### src/rtl/instruction_memory_responder_if.sv
// Fetch-side request/response bus plus the preload write port of the
// instruction memory responder. The fetch stage (or bench) is the master.
interface instruction_memory_responder_if;
   logic        request_valid;
   logic        request_ready;
   logic [31:0] memory_address;
   logic        flush;
   logic [31:0] memory_data;
   logic        response_valid;
   logic        response_error;
   logic        load_enable;
   logic [31:0] load_address;
   logic [31:0] load_data;

   modport master (
      output request_valid, memory_address, flush, load_enable, load_address, load_data,
      input  request_ready, memory_data, response_valid, response_error
   );

   modport slave (
      input  request_valid, memory_address, flush, load_enable, load_address, load_data,
      output request_ready, memory_data, response_valid, response_error
   );
endinterface

### src/rtl/instruction_memory_responder.sv
// Multi-cycle instruction memory responder. A fetch request is accepted only
// when idle; the addressed word is captured at acceptance and presented with a
// one-cycle response_valid pulse LATENCY edges later. Misaligned or
// out-of-range addresses answer after one edge with response_error set and
// zero data. A flush aborts an in-flight request without any response.
// A preload port writes the array in any state; the array is never reset.
module instruction_memory_responder #(
   parameter int NUM_WORDS     = 64,
   parameter int LATENCY       = 2,
   parameter int COUNTER_WIDTH = 4
) (
   input  logic                          clk,
   input  logic                          reset,
   instruction_memory_responder_if.slave bus
);

   localparam int                       INDEX_WIDTH = (NUM_WORDS > 1) ? $clog2(NUM_WORDS) : 1;
   localparam logic [29:0]              WORD_LIMIT  = 30'(NUM_WORDS);
   localparam logic [COUNTER_WIDTH-1:0] WAIT_COUNT  = COUNTER_WIDTH'(LATENCY - 1);

   typedef enum logic [1:0] {
      IDLE,
      WAIT,
      RESPOND
   } state_t;

   state_t                   state_q, state_d;
   logic [COUNTER_WIDTH-1:0] counter_q, counter_d;
   logic [31:0]              held_data_q, held_data_d;
   logic                     held_error_q, held_error_d;
   logic [31:0]              memory_data_q, memory_data_d;
   logic                     response_valid_q, response_valid_d;
   logic                     response_error_q, response_error_d;

   logic [31:0]              mem [NUM_WORDS];

   logic [29:0]              request_index;
   logic                     request_error;
   logic [31:0]              request_word;
   logic                     accept;
   logic [29:0]              load_index;
   logic                     load_ok;

   assign request_index  = bus.memory_address[31:2];
   assign request_error  = (bus.memory_address[1:0] != 2'b00) || (request_index >= WORD_LIMIT);
   assign request_word   = request_error ? 32'h0 : mem[request_index[INDEX_WIDTH-1:0]];
   assign bus.request_ready = (state_q == IDLE) && !bus.flush;
   assign accept         = bus.request_valid && bus.request_ready;

   assign load_index     = bus.load_address[31:2];
   assign load_ok        = bus.load_enable && (bus.load_address[1:0] == 2'b00) &&
                           (load_index < WORD_LIMIT);

   assign bus.memory_data    = memory_data_q;
   assign bus.response_valid = response_valid_q;
   assign bus.response_error = response_error_q;

   // Next-state logic: every accepted request waits in WAIT until the counter
   // has run out, so errors (counter 0) answer one edge later and good reads
   // LATENCY edges later; flush wins over both acceptance and expiry.
   always_comb begin
      state_d          = state_q;
      counter_d        = counter_q;
      held_data_d      = held_data_q;
      held_error_d     = held_error_q;
      memory_data_d    = memory_data_q;
      response_valid_d = 1'b0;
      response_error_d = 1'b0;
      case (state_q)
         IDLE: begin
            if (accept) begin
               state_d      = WAIT;
               held_data_d  = request_word;
               held_error_d = request_error;
               counter_d    = request_error ? '0 : WAIT_COUNT;
            end
         end
         WAIT: begin
            if (bus.flush) begin
               state_d = IDLE;
            end else if (counter_q == '0) begin
               state_d          = RESPOND;
               response_valid_d = 1'b1;
               response_error_d = held_error_q;
               memory_data_d    = held_data_q;
            end else begin
               counter_d = counter_q - 1'b1;
            end
         end
         RESPOND: begin
            state_d = IDLE;
         end
         default: begin
            state_d = IDLE;
         end
      endcase
   end

   // Control and output registers; reset drops any in-flight request at once.
   always_ff @(posedge clk or posedge reset) begin
      if (reset) begin
         state_q          <= IDLE;
         counter_q        <= '0;
         held_data_q      <= 32'h0;
         held_error_q     <= 1'b0;
         memory_data_q    <= 32'h0;
         response_valid_q <= 1'b0;
         response_error_q <= 1'b0;
      end else begin
         state_q          <= state_d;
         counter_q        <= counter_d;
         held_data_q      <= held_data_d;
         held_error_q     <= held_error_d;
         memory_data_q    <= memory_data_d;
         response_valid_q <= response_valid_d;
         response_error_q <= response_error_d;
      end
   end

   // Preload write port; the array keeps its contents across reset, and a read
   // accepted on the same edge sees the word as it was before this write.
   always_ff @(posedge clk) begin
      if (load_ok) begin
         mem[load_index[INDEX_WIDTH-1:0]] <= bus.load_data;
      end
   end

endmodule

### src/flat_wrapper.sv
// flat-port wrapper written by rule: the top's interface ports become plain ports
module instruction_memory_responder_flat 
#(
   parameter int NUM_WORDS     = 64,
   parameter int LATENCY       = 2,
   parameter int COUNTER_WIDTH = 4
)
  (clk, reset, bus_request_valid, bus_memory_address, bus_flush, bus_load_enable, bus_load_address, bus_load_data, bus_request_ready, bus_memory_data, bus_response_valid, bus_response_error);
  instruction_memory_responder_if bus_i ();
  input  logic clk;
  input  logic reset;
  input wire logic [$bits(bus_i.request_valid)-1:0] bus_request_valid;
  input wire logic [$bits(bus_i.memory_address)-1:0] bus_memory_address;
  input wire logic [$bits(bus_i.flush)-1:0] bus_flush;
  input wire logic [$bits(bus_i.load_enable)-1:0] bus_load_enable;
  input wire logic [$bits(bus_i.load_address)-1:0] bus_load_address;
  input wire logic [$bits(bus_i.load_data)-1:0] bus_load_data;
  output wire logic [$bits(bus_i.request_ready)-1:0] bus_request_ready;
  output wire logic [$bits(bus_i.memory_data)-1:0] bus_memory_data;
  output wire logic [$bits(bus_i.response_valid)-1:0] bus_response_valid;
  output wire logic [$bits(bus_i.response_error)-1:0] bus_response_error;
  assign bus_i.request_valid = bus_request_valid;
  assign bus_i.memory_address = bus_memory_address;
  assign bus_i.flush = bus_flush;
  assign bus_i.load_enable = bus_load_enable;
  assign bus_i.load_address = bus_load_address;
  assign bus_i.load_data = bus_load_data;
  assign bus_request_ready = bus_i.request_ready;
  assign bus_memory_data = bus_i.memory_data;
  assign bus_response_valid = bus_i.response_valid;
  assign bus_response_error = bus_i.response_error;
  instruction_memory_responder #(.NUM_WORDS(NUM_WORDS), .LATENCY(LATENCY), .COUNTER_WIDTH(COUNTER_WIDTH)) u_core (.clk(clk), .reset(reset), .bus(bus_i));
endmodule
### config.mk
export PLATFORM = sky130hd
export DESIGN_NAME = instruction_memory_responder_flat
export DESIGN_NICKNAME = d
export VERILOG_FILES = /design/src/rtl/instruction_memory_responder_if.sv /design/src/rtl/instruction_memory_responder.sv /design/src/flat_wrapper.sv
export SDC_FILE = /design/constraint.sdc
export NUM_CORES = 2
export LEC_CHECK = 0
export CAP_MARGIN = 20
export CORE_ASPECT_RATIO = 0.6
export CORE_MARGIN = 1
export CORE_UTILIZATION = 60
export DETAILED_ROUTE_END_ITERATION = 16
export PLACE_DENSITY = 0.77
export SLEW_MARGIN = 0
export SYNTH_ARGS = -nofsm -noshare
export SYNTH_HDL_FRONTEND = slang
export SYNTH_SLANG_ARGS = --single-unit
### constraint.sdc
create_clock -name clk -period 3 [get_ports clk]
set_clock_uncertainty 0.2 [all_clocks]
set_input_delay 0.6 -clock clk [delete_from_list [all_inputs] [get_ports clk]]
set_output_delay 0.6 -clock clk [all_outputs]
set_load 0.005 [all_outputs]
==> impl_metrics.csv <==
group,metric,value,unit
global_routing,grt_use_total,33.8,%
setup_path,crit_path_top_delay_cell,"clkdlybuf4s50_1",
setup_path,critPathLaunchType,"flip-flop",
setup_path,r2r_setup_slack,300,ps
hold_path,hp-class,"in2reg",
synth,synth_top_area_share,76.0,%
routing,dr.pass1.iters,6,
clock_tree,clock_sinks,2121,
global_routing,grt.overflow.total,0,
synth,synthSimpleGateAreaFrac,2.33,%
pwr,p_int,47.4,mW
setup_path,critPathMaxStageDelay,580,ps
synth,synthArstFlopShare,3.44,%
synth,synth_compound_area_share,3.34,%
final_layout,final_core_util,72.9,%
synth,synth.yosys.seq_area_share,78.2,%
routing,antenna_left,0,
setup_path,crit_family,"buffers and inverters",
sta,tightest_slew,1190,ps
clock_tree,htree_levels,4,
status,status,"finished, final reports clean",
sta,holdWs,57.8,ps
setup_path,cp.depth,2,
run,maxCapViolCount,0,
pwr,p_switching,12.9,mW
clock_tree,cts-root-buf,"clkbuf_16",
routing,wl,228000,um
setup_path,crit_path_end_kind,"output port",
synth,yosys.area_share.adder,0.0309,%
final_layout,nets,4577,
final_layout,postLayoutCellArea,0.0968,mm2
synth,synth_top_family_by_area,"multiplexers",
clock_tree,numCtsBuffers,178,
synth,ys_types,64,
synth,yosysTopAreaCell,"edfxtp_1",
synth,yosys-top-cells-count,"edfxtp_1, mux4_2, mux2i_1",
die,start_util,61.0,%
global_routing,grt_first_pass_wirelength,323000,um
pwr,comb_power_share,6.1,%
setup_path,cp.required,2200,ps
synth,synthCells,3770,
die,ios,136,
synth,synth_fp_nets,3873,
final_layout,finalNonFillerCells,6413,
die,core,0.133,mm2
setup_path,critPathBufInv,1,
sta,rsz0062_at_grt,"no",
routing,top_layer,"met5",
placed_design,place_inst,6077,
synth,synth_warnings,0,
routing,routed-wl-met2,100000,um
routing,wl_per_cell,35.5,um
sta,slew_viol_final,0,
synth,synthMuxAreaShare,14.7,%
pwr,p_leak,32.0,nW
placed_design,gp_congestion,0.935,
global_routing,antenna_found_initial,5,
synth,yosysMostFrequentCell,"edfxtp_1",
synth,synth-seq-cells,2121,
die,die_width,476,um
synth,avgSynthCellArea,21.5,um2
clock_tree,clk_latency,810,ps
hold_path,hold-path-cell-count,1,
final_layout,synthToLayoutAreaGrowth,19.6,%
synth,synth_edf_count,2048,
synth,syn_area,0.0810,mm2
sta,post-route-min-period,2910,ps
setup_path,r2r_cells,5,
sta,setup_violations,0,
routing,vias,44657,
pwr,pwr-share-seq,53.9,%
routing,route.met3.wl,37200,um
synth,synthFlopType,"edfxtp_1",
placed_design,place_area,0.0908,mm2
placed_design,io_buffers,135,
pwr,p_sw_share,21.4,%
clock_tree,clk_path_buf_depth,3,
synth,synth_xor_xnor_area_share,0.0216,%
pwr,clkPwrFrac,40.0,%
setup_path,worst-setup-path-type,"reg2out",
placed_design,hpwl,145000,um
clock_tree,clkSlewWorstSetupHoldPaths,60,ps
pwr,p_per_area,623,mW/mm2
setup_path,crit_chain,"nor3_1 > clkdlybuf4s50_1",
routing,drtIter0Drc,7481,
setup_path,cp.arrival,2110,ps
global_routing,grt_pass1_vias,43380,
clock_tree,tritoncts,"yes",
die,die_h,287,um
die,std_cell_rows,103,
sta,finalHoldViolations,0,
sta,max_freq,0.344,GHz
final_layout,drive_above_1_share,30.4,%
global_routing,grt_max_degree,65,
setup_path,crit_fanout,4,
synth,netlist_top_cells_area,"edfxtp_1, mux4_2, mux2i_1",
routing,wl_met1,85800,um
sta,slew_headroom,19.5,%
pwr,max-vdd-ir-drop,546,uV
die,dieArea,0.136,mm2
sta,fin_setup_tns,0,ps
sta,fin_crit_sh,96.9,%
routing,avgViaCountPerCell,6.96,
routing,drc_errors,0,
[registers in the layout, summed over array words and instances, names as in the netlist]
signal and cells:
u_core.mem 2048, u_core.bus.memory_data 32, u_core.held_data_q 32, u_core.counter_q 4
u_core.state_q 2, u_core.bus.response_error 1, u_core.bus.response_valid 1, u_core.held_error_q 1
[worst reg2reg max path, cell delays in order (launching register included)]
cell and delay (ps):
dfrtp_1 410, or4b_1 560, or3_1 520, buf_4 270
a41oi_1 470, a2bb2oi_1 190
[worst paths after layout]
check                                                  startpoint                                endpoint
min in group asynchronous                                   reset  u_core.bus.memory_data[22]$_DFFE_PP0P_
min reg2reg                u_core.bus.memory_data[12]$_DFFE_PP0P_  u_core.bus.memory_data[12]$_DFFE_PP0P_
max in group asynchronous                                   reset       u_core.held_data_q[4]$_DFFE_PP0P_
max reg2reg                         u_core.state_q[0]$_DFFE_PP0P_       u_core.held_data_q[7]$_DFFE_PP0P_
min                                             bus_load_data[28]            u_core.mem[56][28]$_DFFE_PP_
max                                 u_core.state_q[0]$_DFFE_PP0P_                       bus_request_ready
[metal layers]
metal | up-vias | global-route usage, %
met2 | 3939 | 48.6
met3 | 342 | 12.1
met4 | 4 | 7.52
li1 | 17303 | -
met5 | - | 0
met1 | 23069 | 50.5
[through the flow]
step                setup slack [ps]  total power [mW]
floorplan                       -255              34.7
global route                    56.3              61.6
detailed placement              -632              36.7
global placement                -742              36.6
finish                          92.5              60.3
CTS                             66.4              60.3
[power groups by stage]
stage	clock, mW	sequential (mW)	combinational (mW)
2_1_floorplan	0	33.1	1.52
3_3_place_gp	0	33.1	3.49
3_5_place_dp	0	33.1	3.58
4_1_cts	24.2	32.5	3.62
5_1_grt	25.3	32.5	3.83
6_report	24.1	32.5	3.69
[kinds of logic after synthesis]
kind of cell    Yosys count
mux                     668
xor+xnor                  2
compound gates          371
buf+inv                 220
simple gates            386
flops                  2121
fa+ha+maj                 2
[layout make-up]
| cell class | instances | area [um2] |
|---|---|---|
| inverters | 12 | 46.3 |
| fillers | 7202 | 35900 |
| clock buffers | 240 | 4970 |
| repair buffers | 732 | 8130 |
| well taps | 1785 | 2230 |
| diodes | 1 | 2.50 |
| multi-input cells | 1429 | 17100 |
| flip-flops and latches | 2121 | 63300 |
| clock inverters | 93 | 1050 |
[layout by cell type (no fill, tap or decap), drive strengths merged, types with 5 or more instances in the layout]
| cell type | instances |
|---|---|
| a21oi | 10 |
| clkinv | 66 |
| bufinv | 21 |
| buf | 633 |
| a211oi | 16 |
| o22ai | 39 |
| mux4 | 414 |
| o21ai | 28 |
| nand2 | 132 |
| inv | 14 |
| edfxtp | 2048 |
| clkdlybuf4s50 | 97 |
| nand3b | 6 |
| clkbuf | 240 |
| nor4 | 15 |
| nor4b | 8 |
| o22a | 13 |
| o2111ai | 5 |
| dfrtp | 73 |
| mux2 | 9 |
| nand4 | 28 |
| and2 | 9 |
| nor2b | 15 |
| a22oi | 185 |
| nand3 | 53 |
| a22o | 9 |
| nor4bb | 6 |
| a221oi | 5 |
| a31oi | 27 |
| a32o | 6 |
| nor2 | 80 |
| nor3 | 11 |
| mux2i | 245 |
[timing repair]
action / in CTS / in global routing
hold endpoints to repair: 23 / 0
setup endpoints to repair: 0 / 18
hold buffers: 1 / 0
buffers inserted: 0 / 0
gates resized for setup: 0 / 1
No activity file was read; power rests on OpenSTA's default activity.
